==> src/rtl/ycbcr2rgb_pipe.sv <==
// ycbcr2rgb_pipe
//   Three-stage pipelined YCbCr -> RGB converter with valid/ready flow control.
//   The conversion matrix is chosen per pixel and travels with the pixel, so a
//   mode change between consecutive pixels needs no flush.
//     stage 1 : clamp (studio modes) and offset removal
//     stage 2 : five signed coefficient products
//     stage 3 : sum, round half up, saturate, register onto out_*
//
// Ports
//   clk        system clock, rising edge
//   reset      synchronous, active-high; drops every in-flight pixel
//   mode       matrix select: 0 BT.601 studio, 1 BT.601 full, 2 BT.709 studio,
//              3 treated as 0
//   in_valid   input pixel present
//   in_ready   pipeline can take a pixel this cycle
//   in_y/cb/cr unsigned IN_W-bit components
//   in_tag     sideband (syncs, blank), delayed with the pixel
//   out_valid  output pixel present
//   out_ready  downstream accepts this cycle
//   out_r/g/b  unsigned OUT_W-bit RGB, registered
//   out_tag    sideband of the output pixel
module ycbcr2rgb_pipe #(
  parameter int IN_W  = 8,
  parameter int OUT_W = 8,
  parameter int TAG_W = 3
) (
  input  logic             clk,
  input  logic             reset,
  input  logic [1:0]       mode,
  input  logic             in_valid,
  output logic             in_ready,
  input  logic [IN_W-1:0]  in_y,
  input  logic [IN_W-1:0]  in_cb,
  input  logic [IN_W-1:0]  in_cr,
  input  logic [TAG_W-1:0] in_tag,
  output logic             out_valid,
  input  logic             out_ready,
  output logic [OUT_W-1:0] out_r,
  output logic [OUT_W-1:0] out_g,
  output logic [OUT_W-1:0] out_b,
  output logic [TAG_W-1:0] out_tag
);

  localparam int DW = IN_W + 2;           // offset-removed components
  localparam int PW = IN_W + 16;          // 14-bit coeff x DW-bit operand
  localparam int AW = IN_W + 18;          // three-term accumulator
  localparam int SH = 11 + IN_W - OUT_W;  // coefficient scale plus width change

  localparam logic [IN_W-1:0] K16   = IN_W'(16 << (IN_W - 8));
  localparam logic [IN_W-1:0] K128  = IN_W'(128 << (IN_W - 8));
  localparam logic [IN_W-1:0] Y_HI  = IN_W'(235 << (IN_W - 8));
  localparam logic [IN_W-1:0] C_HI  = IN_W'(240 << (IN_W - 8));

  localparam logic signed [AW-1:0] HALF = AW'(1) << (SH - 1);
  localparam logic signed [AW-1:0] MAXV = AW'((1 << OUT_W) - 1);

  logic en;

  assign en       = ~out_valid | out_ready;
  assign in_ready = en;

  function automatic logic [IN_W-1:0] clamp(input logic [IN_W-1:0] v,
                                            input logic [IN_W-1:0] lo,
                                            input logic [IN_W-1:0] hi);
    if (v < lo)      return lo;
    else if (v > hi) return hi;
    else             return v;
  endfunction

  function automatic logic [OUT_W-1:0] sat(input logic signed [AW-1:0] v);
    if (v[AW-1])      return '0;
    else if (v > MAXV) return '1;
    else               return v[OUT_W-1:0];
  endfunction

  // ---------------- stage 1 : clamp / offset ----------------
  logic [1:0]             mode_n;
  logic                   studio;
  logic [IN_W-1:0]        y_c, cb_c, cr_c, y_off;
  logic signed [DW-1:0]   yd_n, cbd_n, crd_n;

  always_comb begin
    mode_n = (mode == 2'd3) ? 2'd0 : mode;
    studio = (mode_n != 2'd1);
    y_c    = studio ? clamp(in_y,  K16, Y_HI) : in_y;
    cb_c   = studio ? clamp(in_cb, K16, C_HI) : in_cb;
    cr_c   = studio ? clamp(in_cr, K16, C_HI) : in_cr;
    y_off  = studio ? K16 : '0;
    yd_n   = $signed({2'b00, y_c})  - $signed({2'b00, y_off});
    cbd_n  = $signed({2'b00, cb_c}) - $signed({2'b00, K128});
    crd_n  = $signed({2'b00, cr_c}) - $signed({2'b00, K128});
  end

  logic                   s1_valid;
  logic [1:0]             s1_mode;
  logic [TAG_W-1:0]       s1_tag;
  logic signed [DW-1:0]   s1_yd, s1_cbd, s1_crd;

  // ---------------- stage 2 : products ----------------
  logic signed [13:0]     ky, krcr, kgcr, kgcb, kbcb;
  logic signed [PW-1:0]   py_n, prcr_n, pgcr_n, pgcb_n, pbcb_n;

  always_comb begin
    case (s1_mode)
      2'd1: begin
        ky = 14'sd2048; krcr = 14'sd2871; kgcr = 14'sd1462;
        kgcb = 14'sd705; kbcb = 14'sd3629;
      end
      2'd2: begin
        ky = 14'sd2383; krcr = 14'sd3672; kgcr = 14'sd1092;
        kgcb = 14'sd436; kbcb = 14'sd4325;
      end
      default: begin
        ky = 14'sd2383; krcr = 14'sd3269; kgcr = 14'sd1665;
        kgcb = 14'sd803; kbcb = 14'sd4131;
      end
    endcase
    py_n   = PW'(ky)   * PW'(s1_yd);
    prcr_n = PW'(krcr) * PW'(s1_crd);
    pgcr_n = PW'(kgcr) * PW'(s1_crd);
    pgcb_n = PW'(kgcb) * PW'(s1_cbd);
    pbcb_n = PW'(kbcb) * PW'(s1_cbd);
  end

  logic                   s2_valid;
  logic [TAG_W-1:0]       s2_tag;
  logic signed [PW-1:0]   s2_py, s2_prcr, s2_pgcr, s2_pgcb, s2_pbcb;

  // ---------------- stage 3 : sum / round / saturate ----------------
  logic signed [AW-1:0]   sum_r, sum_g, sum_b;
  logic signed [AW-1:0]   rnd_r, rnd_g, rnd_b;

  always_comb begin
    sum_r = AW'(s2_py) + AW'(s2_prcr);
    sum_g = AW'(s2_py) - AW'(s2_pgcr) - AW'(s2_pgcb);
    sum_b = AW'(s2_py) + AW'(s2_pbcb);
    rnd_r = (sum_r + HALF) >>> SH;
    rnd_g = (sum_g + HALF) >>> SH;
    rnd_b = (sum_b + HALF) >>> SH;
  end

  // Every stage moves on the single global enable; bubbles are allowed.
  always_ff @(posedge clk) begin
    if (reset) begin
      s1_valid  <= 1'b0;
      s1_mode   <= '0;
      s1_tag    <= '0;
      s1_yd     <= '0;
      s1_cbd    <= '0;
      s1_crd    <= '0;
      s2_valid  <= 1'b0;
      s2_tag    <= '0;
      s2_py     <= '0;
      s2_prcr   <= '0;
      s2_pgcr   <= '0;
      s2_pgcb   <= '0;
      s2_pbcb   <= '0;
      out_valid <= 1'b0;
      out_r     <= '0;
      out_g     <= '0;
      out_b     <= '0;
      out_tag   <= '0;
    end else if (en) begin
      s1_valid  <= in_valid;
      s1_mode   <= mode_n;
      s1_tag    <= in_tag;
      s1_yd     <= yd_n;
      s1_cbd    <= cbd_n;
      s1_crd    <= crd_n;
      s2_valid  <= s1_valid;
      s2_tag    <= s1_tag;
      s2_py     <= py_n;
      s2_prcr   <= prcr_n;
      s2_pgcr   <= pgcr_n;
      s2_pgcb   <= pgcb_n;
      s2_pbcb   <= pbcb_n;
      out_valid <= s2_valid;
      out_r     <= sat(rnd_r);
      out_g     <= sat(rnd_g);
      out_b     <= sat(rnd_b);
      out_tag   <= s2_tag;
    end
  end

endmodule

==> config.mk <==
export PLATFORM = sky130hd
export DESIGN_NAME = ycbcr2rgb_pipe
export DESIGN_NICKNAME = d
export VERILOG_FILES = /design/src/rtl/ycbcr2rgb_pipe.sv
export SDC_FILE = /design/constraint.sdc
export NUM_CORES = 1
export LEC_CHECK = 0
export BUFFER_PORTS_ARGS = -buffer_cell sky130_fd_sc_hd__buf_2
export CORE_ASPECT_RATIO = 1.5
export CORE_MARGIN = 2
export CORE_UTILIZATION = 67
export CTS_BUF_LIST = sky130_fd_sc_hd__clkbuf_8
export DETAILED_ROUTE_END_ITERATION = 16
export GPL_TIMING_DRIVEN = 0
export PLACE_DENSITY = 0.83
export SLEW_MARGIN = 20
export SYNTH_ARGS = -nofsm -noshare
export SYNTH_HDL_FRONTEND = slang
export SYNTH_SLANG_ARGS = --single-unit
==> constraint.sdc <==
create_clock -name clk -period 6.8 [get_ports clk]
set_input_delay 0.34 -clock clk [delete_from_list [all_inputs] [get_ports clk]]
set_output_delay 0.34 -clock clk [all_outputs]
set_load 0.02 [all_outputs]
==> results.toml <==
[critical_path]
crit_top_cell = "fa_1"
crit_slowest_cell = "o41ai_1"
worst_setup_path_end_kind = "flop"
critical_path.max_fanout = 10
worstPathArrival_ns = 7.01
required_ns = 7.19
path_cells = "ha_2, clkbuf_4, nand2_1, inv_1, fa_1, fa_1, inv_1, fa_1, inv_1, fa_1, ha_1, ha_1, a21o_1, a21oi_1, o21bai_1, a2111oi_4, o41ai_1, a21oi_1, o21ai_0, xnor2_2, o21ai_0"
path_class = "reg2reg"
start_kind = "flop"
slowest_delay_ns = 0.73

[logic_synthesis]
synth_commonest_cells = "493 x ha_1, 441 x inv_1, 260 x fa_1"
yosysSeqAreaShare = 0.1459
synthAdderAreaFrac = 0.4849
async_flop_share = 0
avgSynthCellArea_um2 = 8.977
synth_compound_area_frac = 0.1210
synth_top_family_by_area = "adder cells"
synth-main-ff-cell = "dfxtp_1"
netlist_instances = 2613
yosysMostFrequentCell = "ha_1"
synth.area.top_cells = "ha_1 26%, fa_1 22%, dfxtp_1 15%"
synth-simple-area-share = 0.1285
synth-xor-area-share = 0.03622
yosysUniqueCellTypes = 80
synth_seq_cells = 171
yosysWarnings = 0
syn_area_um2 = 23460
synth_top_area_cell = "ha_1"
synthMuxAreaShare = 0.001867
synth_edf_count = 0
yosys.area.top_type_share = 0.2630

[cells_and_area]
multi_input_area_um2 = 18200
final_util = 0.7233
fillCellCount = 2728
fin_area_um2 = 24860
drive_above_1_share = 0.05948
register_area_um2 = 3425
syn_to_final_growth_pct = 5.996
nets = 3480

[cts]
cts_tree = "done"
cts_sinks = 171
cts.clk_slew.worst_paths_ns = 0.12
clock_latency_ns = 0.50
cts_inserted_buffers = 17
root_buffer = "clkbuf_8"
cts_hold_buffers = 0
cts_max_level = 4
clockBufferDepth = 2

[floorplanning]
initial_core_util = 0.6824
die_w_um = 156.8
coreArea_um2 = 34370
io_pins = 62
row_count = 83
die_area_um2 = 36550
die_y_um = 233.2

[power]
leakagePower_nw = 13.72
ir_drop_v = 0.0002372
p_per_area_nw_per_um2 = 264.9

[timing]
maxSlewHeadroom = 0.3602
layout_min_cycle_time_ns = 6.628
period_share = 0.9747
finalHoldViolations = 0
drv_slew = 0
fmax_mhz = 150.9
finalSetupViolations = 0
worstMarginPinSlew_ns = 0.9597
fin_skew_ns = 0.02207

[global_routing]
grt_pass1_vias = 19550
grt_antenna_before_repair = 5
grt_max_degree = 20
grt_pass1_wl_um = 102700
grt_use_total = 0.3722
grt.overflow.total = 0

[drt]
num_vias = 18900
routed_wl_um = 65960
firstDrtPassIters = 5
via_per_inst = 5.948
drtIter0Drc = 1360
postRouteAntennaNets = 0
wl_per_cell_um = 20.76
drcViolationCount = 0

[placement]
place_area_um2 = 24350
hpwl_um = 56460
gp_congestion = 0.9916
portBuffers = 61

[job]
maxCapViolCount = 0

[run_status]
status = "finished clean"

[hold_path]
hold_class = "in2reg"
[placed cells by master (no fill, tap or decap), drive strengths merged, types with 28 or more instances in the layout]
cell type | synthesis | routed
ha | 493 | 493
inv | 441 | 451
fa | 260 | 260
nand2 | 257 | 257
a21oi | 184 | 184
dfxtp | 171 | 171
nor2 | 119 | 119
clkbuf | 63 | 79
o21ai | 74 | 74
buf | 5 | 67
xnor2 | 64 | 64
nand2b | 43 | 43
and2 | 43 | 43
nor3 | 37 | 37
nand3 | 37 | 37
xor2 | 33 | 33
a21o | 32 | 32
nor2b | 28 | 28
[registers in the layout (all words and copies together), names as in the netlist, 3 cells and up]
name and cells:
s2_pbcb 23, out_r 8, s2_pgcr 21, out_b 8
s2_py 22, s1_tag 3, out_g 8, s2_prcr 22
out_tag 3, s1_cbd 8, s1_crd 8, s1_yd 9
s2_tag 3, s2_pgcb 20
[repair_timing]
item,CTS,global route
endpoints found under the setup margin,25,18
pin swaps,0,2
gates resized for setup,16,23
setup buffers,0,1
[critical path: cells and delay by family, from the launching register on]
kind / cells / cell delay (ns)
adders and majority gates: 7 / 2.97
AOI/OAI and AO/OA: 8 / 2.07
buffers and inverters: 4 / 0.62
DFF: 1 / 0.48
xor gates and xnor gates: 1 / 0.23
and+or+nand+nor: 1 / 0.13
[kinds of logic after synthesis]
family	count (synthesis)
other	1
AO/OA/AOI/OAI	442
multiplexers	3
AND/OR/NAND/NOR	637
XOR/XNOR	97
adder cells (fa/ha/maj)	753
buffers and inverters	509
flip-flops	171
[power breakdown]
group          leakage [nW]  switching [mW]  internal [mW]  total [mW]
Clock                 0.200           0.478          0.280       0.758
Combinational          12.1            2.59           1.80        4.40
Sequential             1.42           0.220           1.21        1.43
[layer usage]
metal,vias up,track usage,share of wire
li1,8850,-,-
met1,9115,0.4307,0.38
met2,715,0.6541,0.49
met3,224,0.05547,0.064
met4,0,0.2090,0.066
met5,-,0,0
[worst paths after layout]
path | end | slack [ns] | from | cells past startpoint
setup / recovery | s2_pbcb[21] | 0.17 | s1_mode[1] | 21
hold / removal | s1_cbd[7] | 0.06 | in_cb[7] | 2
setup reg to reg | s2_pbcb[21] | 0.17 | s1_mode[1] | 21
hold reg to reg | s1_tag[2] | 0.46 | s1_tag[2] | 2
[metrics by stage]
stage	setup WS, ns	power, mW	std cells	TNS, ns	hold WS, ns
2_1_floorplan	1.091	4.551	2614	0	0.4291
3_5_place_dp	-0.7186	5.730	3142	-6.517	0.4450
4_1_cts	0.04608	6.519	3174	0	0.03919
5_1_grt	-0.007712	7.153	3175	-0.007712	0.07861
6_report	0.1723	6.586	3178	0	0.05594
3_3_place_gp	-0.5794	5.566	3142	-5.547	0.4386
[final cells by class]
type / count / share of cell area
sequential: 171 / 0.1377
inverter: 441 / 0.06658
clock buffer: 17 / 0.009411
buffer: 67 / 0.01127
antenna: 4 / 0.0004026
tap: 467 / 0.02350
clock inverter: 15 / 0.006643
multi-input combinational: 1934 / 0.7319
timing repair buffer: 62 / 0.01258
No activity file was read; power rests on OpenSTA's default activity.
